[config.mk]
export PLATFORM = sky130hd
export DESIGN_NAME = dac_volume_ramp_flat
export DESIGN_NICKNAME = d
export VERILOG_FILES = /design/src/rtl/dac_volume_ramp_if.sv /design/src/rtl/dac_volume_ramp.sv /design/src/flat_wrapper.sv
export SDC_FILE = /design/constraint.sdc
export NUM_CORES = 1
export LEC_CHECK = 0
export BUFFER_PORTS_ARGS = -buffer_cell sky130_fd_sc_hd__buf_4
export CAP_MARGIN = 20
export CORE_MARGIN = 3
export CORE_UTILIZATION = 50
export CTS_BUF_LIST = sky130_fd_sc_hd__clkbuf_16
export CTS_CLUSTER_SIZE = 28
export DETAILED_ROUTE_END_ITERATION = 10
export HOLD_SLACK_MARGIN = 0.1
export PLACE_DENSITY = 0.7
export SLEW_MARGIN = 20
export SYNTH_ARGS = -nofsm -noshare
export SYNTH_HDL_FRONTEND = slang
export SYNTH_SLANG_ARGS = --single-unit
[constraint.sdc]
create_clock -name clk -period 4.8 [get_ports clk]
set_clock_uncertainty 0.15 [all_clocks]
set_input_delay 0.24 -clock clk [delete_from_list [all_inputs] [get_ports clk]]
set_output_delay 0.24 -clock clk [all_outputs]
set_load 0.05 [all_outputs]
[src/rtl/dac_volume_ramp_if.sv]
// Control/status bundle between the DAC register file, the volume ramp and the PWM stage.
// The master drives the target, step and mute; the slave returns the live volume and ramp status.
interface dac_volume_ramp_if #(
  parameter int unsigned DATA_WIDTH = 8
);
  logic                  target_wr;
  logic [DATA_WIDTH-1:0] target_data;
  logic [DATA_WIDTH-1:0] ramp_step;
  logic                  mute;
  logic [DATA_WIDTH-1:0] volumen_control;
  logic                  busy;
  logic                  done;

  modport master (
    output target_wr, target_data, ramp_step, mute,
    input  volumen_control, busy, done
  );

  modport slave (
    input  target_wr, target_data, ramp_step, mute,
    output volumen_control, busy, done
  );
endinterface

[src/rtl/dac_volume_ramp.sv]
// Steps the PWM volume word toward a software target at a fixed tick rate.
// Volume changes and mute/unmute fade in clamped steps instead of jumping, which avoids audible clicks.
module dac_volume_ramp #(
  parameter int unsigned DATA_WIDTH = 8,
  parameter int unsigned RAMP_DIV   = 1024,
  parameter int unsigned DIV_WIDTH  = $clog2(RAMP_DIV)
) (
  input  logic            clk,
  input  logic            resetn,
  dac_volume_ramp_if.slave bus
);

  localparam int unsigned SUM_WIDTH = DATA_WIDTH + 1;

  typedef enum logic [1:0] {
    IDLE = 2'd0,
    UP   = 2'd1,
    DOWN = 2'd2
  } state_e;

  state_e                 state_q, state_d;
  logic [DATA_WIDTH-1:0]  target_q, target_d;
  logic [DATA_WIDTH-1:0]  current_q, current_d;
  logic [DIV_WIDTH-1:0]   tick_q, tick_d;
  logic                   done_q, done_d;

  logic [DATA_WIDTH-1:0]  eff;
  logic                   tick;
  logic [SUM_WIDTH-1:0]   eff_x;
  logic [SUM_WIDTH-1:0]   sum;
  logic [SUM_WIDTH-1:0]   diff;

  // Next-state: target capture, free-running tick, direction and clamped step.
  always_comb begin
    target_d  = target_q;
    current_d = current_q;
    state_d   = IDLE;
    done_d    = 1'b0;

    if (bus.target_wr) begin
      target_d = bus.target_data;
    end

    eff    = bus.mute ? '0 : target_q;
    tick   = (tick_q == DIV_WIDTH'(RAMP_DIV - 1));
    tick_d = tick ? '0 : tick_q + DIV_WIDTH'(1);

    // One extra bit so an overshooting sum or an underflowing difference is visible before clamping.
    eff_x = {1'b0, eff};
    sum   = {1'b0, current_q} + {1'b0, bus.ramp_step};
    diff  = {1'b0, current_q} - {1'b0, bus.ramp_step};

    if (current_q < eff) begin
      state_d = UP;
    end else if (current_q > eff) begin
      state_d = DOWN;
    end

    if (bus.ramp_step == '0) begin
      current_d = eff;
    end else if (tick && (state_q != IDLE)) begin
      if (current_q < eff) begin
        current_d = (sum > eff_x) ? eff : sum[DATA_WIDTH-1:0];
      end else if (current_q > eff) begin
        current_d = (diff[DATA_WIDTH] || (diff < eff_x)) ? eff : diff[DATA_WIDTH-1:0];
      end
    end

    done_d = (state_q != IDLE) && (state_d == IDLE);
  end

  always_ff @(posedge clk) begin
    if (resetn) begin
      state_q   <= IDLE;
      target_q  <= '0;
      current_q <= '0;
      tick_q    <= '0;
      done_q    <= 1'b0;
    end else begin
      state_q   <= state_d;
      target_q  <= target_d;
      current_q <= current_d;
      tick_q    <= tick_d;
      done_q    <= done_d;
    end
  end

  assign bus.volumen_control = current_q;
  assign bus.busy            = (state_q != IDLE);
  assign bus.done            = done_q;

endmodule

[src/flat_wrapper.sv]
// flat-port wrapper written by rule: the top's interface ports become plain ports
module dac_volume_ramp_flat 
#(
  parameter int unsigned DATA_WIDTH = 8,
  parameter int unsigned RAMP_DIV   = 1024,
  parameter int unsigned DIV_WIDTH  = $clog2(RAMP_DIV)
)
  (clk, resetn, bus_target_wr, bus_target_data, bus_ramp_step, bus_mute, bus_volumen_control, bus_busy, bus_done);
  dac_volume_ramp_if #(.DATA_WIDTH(DATA_WIDTH)) bus_i ();
  input  logic clk;
  input  logic resetn;
  input wire logic [$bits(bus_i.target_wr)-1:0] bus_target_wr;
  input wire logic [$bits(bus_i.target_data)-1:0] bus_target_data;
  input wire logic [$bits(bus_i.ramp_step)-1:0] bus_ramp_step;
  input wire logic [$bits(bus_i.mute)-1:0] bus_mute;
  output wire logic [$bits(bus_i.volumen_control)-1:0] bus_volumen_control;
  output wire logic [$bits(bus_i.busy)-1:0] bus_busy;
  output wire logic [$bits(bus_i.done)-1:0] bus_done;
  assign bus_i.target_wr = bus_target_wr;
  assign bus_i.target_data = bus_target_data;
  assign bus_i.ramp_step = bus_ramp_step;
  assign bus_i.mute = bus_mute;
  assign bus_volumen_control = bus_i.volumen_control;
  assign bus_busy = bus_i.busy;
  assign bus_done = bus_i.done;
  dac_volume_ramp #(.DATA_WIDTH(DATA_WIDTH), .RAMP_DIV(RAMP_DIV), .DIV_WIDTH(DIV_WIDTH)) u_core (.clk(clk), .resetn(resetn), .bus(bus_i));
endmodule
# After elaboration in Yosys (flattened, before gate mapping)
# Cells that the tools add are included.
[totals]
reg_bits = 29
word_cells = 32
[classes]
n_addsub = 3
magnitude_cmp = 4
eq_ne = 1
n_mux = 9
reduce_logical = 10
[op_table]
columns = ["op", "count"]
rows = [
  ["8-bit two-way mux", 7],
  ["10-bit by 1-bit adder with 10-bit output, second input constant", 1],
  ["10-bit == test, second input constant", 1],
  ["8-bit by 8-bit adder with 9-bit output", 1],
  ["9-bit by 8-bit > comparator with 1-bit output", 1],
  ["9-bit by 8-bit less-than comparator with 1-bit output", 1],
  ["8-bit by 8-bit subtractor with 9-bit output", 1],
  ["8-bit > comparator", 1],
  ["8-bit logical NOT", 1],
  ["8-bit less-than comparator", 1],
  ["2-bit two-way mux", 2],
  ["2-bit nonzero test", 2],
  ["3-bit nonzero test", 1],
  ["1-bit logical AND", 2],
  ["2-bit logical NOT", 1],
  ["2-bit AND reduction", 1],
  ["2-bit OR reduction", 1],
  ["1-bit logical OR", 1],
]

# Depth between registers and ports, before layout
[depth]
depth_word = 8
mapped_depth = 17
mapped_depth_nobuf = 14

# Worst setup path before layout
# OpenSTA, ideal clock, no wires.
[synth_path]
path_type = "register to register"
start = "reg u_core.current_q[2] (netlist: u_core.bus.volumen_control[2])"
end = "reg u_core.current_q[2] (netlist: u_core.bus.volumen_control[2])"
setup_time_ps = 92
arrival_ps = 3949
required_ps = 4558
slack_ps = 609
stages_incl_launch_ff = 17
path_buffers = 3
period_less_slack_ps = 4191
path_cell_list = "dfxtp_1 > ha_1 > buf_2 > nand2b_1 > a221o_2 > nor4b_1 > nor3_1 > inv_1 > ha_1 > a2111oi_2 > o21ai_1 > o221a_1 > or3_1 > buf_6 > buf_8 > o211a_1 > o32ai_1"
[synth_via]
elab_chain_cells = 8
[synth_lines]
columns = ["element", "line_no", "text"]
rows = [
  ["start: declaration", "dac_volume_ramp.sv:23", "logic [DATA_WIDTH-1:0] current_q, current_d;"],
  ["start signal: assignment", "dac_volume_ramp.sv:82", "current_q <= current_d;"],
  ["8-bit by 8-bit subtractor with 9-bit output", "dac_volume_ramp.sv:51", "diff = {1'b0, current_q} - {1'b0, bus.ramp_step};"],
  ["9-bit by 8-bit less-than comparator with 1-bit output", "dac_volume_ramp.sv:65", "current_d = (diff[DATA_WIDTH] || (diff < eff_x)) ? eff : diff[DATA_WIDTH-1:0];"],
  ["1-bit logical OR", "dac_volume_ramp.sv:65", ""],
  ["8-bit two-way mux", "dac_volume_ramp.sv:65", ""],
  ["8-bit two-way mux", "dac_volume_ramp.sv:64", "end else if (current_q > eff) begin"],
  ["8-bit two-way mux", "dac_volume_ramp.sv:62", "if (current_q < eff) begin"],
  ["8-bit two-way mux", "dac_volume_ramp.sv:61", "end else if (tick && (state_q != IDLE)) begin"],
  ["8-bit two-way mux", "dac_volume_ramp.sv:59", "if (bus.ramp_step == '0) begin"],
]
# Parallel ways exist; a longest one is shown, timed or not. The select of a mux whose other input is x is not followed.
# A chain may end at the register's enable or synchronous reset.

# Worst setup path after layout
[layout_path]
start = "reg u_core.current_q[2] (netlist: u_core.bus.volumen_control[2])"
end = "reg u_core.current_q[5] (netlist: u_core.bus.volumen_control[5])"
# The elaborated chain is that of the path after synthesis.

==> metrics.yaml <==
timing:
  setup_viol: 0
  min_period_over_period_pct: 89.7
  clock.fmax_mhz: 232
  fin_setup_tns_ns: 0
  final_hold_viol_count: 0
  grt_setup_unrepaired: "no"
  slew_viol_final: 0
  tightestPinTransition_ns: 1.09
  maxSlewHeadroom_pct: 26.8
  post-route-min-period_ns: 4.31
hold_path:
  holdPathEnd: "u_core.tick_q[6]"
  hold_class: "primary input to register"
  whs_path_depth: 2
  min-delay-start: "resetn"
synthesis:
  synth-seq-cells: 29
  avgSynthCellArea_um2: 8.45
  synth-simple-area-share_pct: 19.4
  synthFlopType: "dfxtp_1"
  synth-async-reset-ratio_pct: 0
  ys_seq_area_share_pct: 20.9
  syn-cell-area_mm2: 0.00277
  synthAdderAreaFrac_pct: 19.5
  syn_nets: 390
  yosys_warnings: 0
  syn_inst: 328
  synth-edff-count: 0
  ys_types: 56
  synth_top_family_by_area: "compound AO/OA/AOI/OAI gates"
  synth_xor_area_share_pct: 4.74
  synthMuxAreaShare_pct: 4.06
  synth_compound_area_share_pct: 24.7
placed_design:
  gp_congestion: 0.983
  dp.cells: 415
  dpl-instance-area_mm2: 0.00298
  port_buffers: 29
  dp_hpwl_mm: 5.56
grt:
  grt_pass1_vias: 2492
  grt_start_max_net_pins: 25
  grt_antenna_before_repair: 0
  grt_usage_pct: 23.9
  grt_pass1_wl_mm: 12.0
  grt.overflow.total: 0
critical_path:
  cp_max_fo: 14
  crit_required_ns: 4.81
  critPathSlowestCell: "or3_1"
  critical-path-max-stage-delay_ns: 0.53
  regToRegStartpoint: "u_core.bus.volumen_control[2]"
  crit_arrival_ns: 4.31
  reg2reg_setup_slack_ns: 0.49
  cp-start-kind: "register"
  worstSetupPathType: "register to register"
  ff2ff_path_depth: 13
  r2r-end: "u_core.bus.volumen_control[5]"
  critPathCaptureType: "register"
  cp_common_cell: "ha_1"
  worstPathCellList: "ha_1 > nand2b_1 > a221o_2 > nor4b_1 > nor3_1 > inv_1 > ha_1 > a2111oi_2 > o21ai_1 > o221a_1 > or3_1 > mux2_2 > a311o_1"
drt:
  drtIter0Drc: 121
  drc: 0
  drtPass1Iterations: 4
  wirelength_mm: 7.12
  vias: 2570
  ant_nets: 0
  avgRoutedWirePerCell_um: 16.5
  vias_per_cell: 5.96
cts:
  htree_levels: 2
  cts_buffers: 5
  clkTransAtPathRegs_ns: 0.05
  insertion_delay_ns: 0.27
  clock_path_buffers: 2
  cts_tree: "built"
  post_cts_buffers: 0
  cts_sinks: 29
  clock-root-buffer: "clkbuf_16"
floorplan:
  die_height_um: 80.5
  rows: 26
  io_pins: 30
  core_mm2: 0.00524
  die-area_mm2: 0.00647
  fp.dieW_um: 80.5
  start_util_pct: 52.9
power_and_ir_drop:
  max-vdd-ir-drop_mv: 0.325
  p_leak_uw: 0.00140
  total_power_uw: 762
  power_density_mw_per_mm2: 236
final_layout:
  postLayoutCellArea_mm2: 0.00322
  fillerInstances: 503
  final_cells: 431
  syn_to_final_growth_pct: 16.3
  fin_nets: 422
  drive_gt1_share_pct: 14.1
  antenna_cells: 0
  fin_util_pct: 61.6
outcome:
  status: "complete, no violations"
job:
  drv_cap: 0
[flip-flops by register name, summed over array words and instances (netlist names)]
register and flops:
u_core.bus.volumen_control 8, u_core.bus.done 1, u_core.target_q 8, u_core.state_q 2
u_core.tick_q 10
[worst max-delay path: cells and delay by family, from the launching register on]
kind | cells | cell delay [ns]
AO/OA/AOI/OAI | 5 | 1.29
adder cells (fa/ha/maj) | 2 | 0.70
buffers and inverters | 1 | 0.09
flip-flops | 1 | 0.44
multiplexers | 1 | 0.35
AND/OR/NAND/NOR | 4 | 1.17
[cell usage in the layout, fill, tap and decap left out, types with 2 or more instances in the layout]
cell type and count:
ha_1 40, nor2_1 33, buf_4 30, dfxtp_1 29, inv_1 23, a21oi_1 16, o21ai_0 13, nand4_1 9
xor2_1 9, nand2_1 9, o211ai_1 9, mux2i_1 9, nor3_1 8, dlygate4sd3_1 8, nor2b_1 7, nand3_1 7
o21a_1 7, o31ai_1 7, xnor2_1 6, nand2b_1 6, o211a_1 6, a31oi_1 5, clkbuf_16 5, or2b_2 4
or2_2 4, o32ai_1 4, a21o_1 3, nor4b_1 3, a211oi_1 3, a31o_2 3, and3_1 3, o2111ai_1 2
mux2_2 2, o311ai_0 2, nor4_1 2, or3_1 2, o2111a_1 2, a311o_1 2, fa_1 2
[power by group]
group / internal [uW] / total, uW / switching [uW]
Sequential: 250 / 255 / 4.88
Clock: 240 / 340 / 100
Combinational: 69.8 / 167 / 97.0
[synthesized netlist by cell type, types with 2 or more instances]
cell type  instances  area [um2]
mux2_2             2        22.5
and3_1             3        18.8
o311ai_0           2        17.5
fa_1               2        40.0
buf_2              2        10.0
or2_2              4        25.0
inv_1             22        82.6
or3_1              2        12.5
dfxtp_1           29         581
nor2b_1            7        43.8
nor4b_1            3        26.3
xor2_1             9        78.8
nand3_1            7        35.0
o21a_1             7        52.6
nand2b_1           6        37.5
o2111ai_1          2        17.5
nor4_1             2        12.5
a31oi_1            5        31.3
nand2_1            9        33.8
a31o_2             3        26.3
a211oi_1           3        22.5
or2b_2             4        35.0
o211a_1            6        60.1
clkbuf_1           5        18.8
xnor2_1            6        52.6
o31ai_1            7        52.6
nand4_1            9        56.3
a311o_1            2        20.0
o2111a_1           2        22.5
o21ai_0           13        65.1
mux2i_1            9        90.1
ha_1              40         500
a21oi_1           16        80.1
buf_6              4        45.0
nor2_1            33         124
nor3_1             8        40.0
a21o_1             3        22.5
o32ai_1            4        35.0
o211ai_1           9        67.6
[layer usage]
metal  global-route usage [%]  up-vias  routed length, um
li1                         -     1283                  -
met1                     30.8     1194               3280
met2                     40.3       83               3290
met3                     3.59       10                414
met4                     8.11        0                129
met5                        0        -                  0
[cell families (layout without fill, tap and decap cells)]
family                   Yosys count  in the layout
adder cells (fa/ha/maj)           42             42
XOR/XNOR                          15             15
flip-flops                        29             29
AND/OR/NAND/NOR                  102            102
multiplexers                      11             11
buffers and inverters             35             68
AO/OA/AOI/OAI                     94             94
[final cells by class]
type                    instances  area, um2  share of cell area, %
clock buffers                   5        125                   3.88
clock inverters                 3       37.5                   1.16
inverters                      22       82.6                   2.56
multi-input cells             264       2010                   62.2
flip-flops and latches         29        581                   18.0
well taps                      70       87.6                   2.72
repair buffers                 38        305                   9.47
[worst max path at each step]
stage	start	end	slack (ns)	cells after the start
3_3_place_gp	u_core.bus.volumen_control[2]	u_core.bus.volumen_control[5]	0.66	13
6_report	u_core.bus.volumen_control[2]	u_core.bus.volumen_control[5]	0.49	13
5_1_grt	u_core.bus.volumen_control[2]	u_core.bus.volumen_control[5]	0.24	13
2_1_floorplan	u_core.bus.volumen_control[2]	u_core.bus.volumen_control[2]	0.61	16
3_5_place_dp	u_core.bus.volumen_control[2]	u_core.bus.volumen_control[5]	0.54	13
4_1_cts	u_core.bus.volumen_control[2]	u_core.bus.volumen_control[5]	0.50	13
[metrics by stage]
step | setup WS (ns) | hold WS [ns]
3_5_place_dp | 0.542 | 0.324
6_report | 0.493 | 0.168
3_3_place_gp | 0.659 | 0.315
5_1_grt | 0.242 | 0.195
2_1_floorplan | 0.609 | 0.174
4_1_cts | 0.503 | 0.167
[repair_timing]
action,CTS,global route
hold buffers,8,0
endpoints found under the hold margin,8,0
setup endpoints to repair,0,0
resized for setup,0,0
Power figures use the tool's default switching activity.
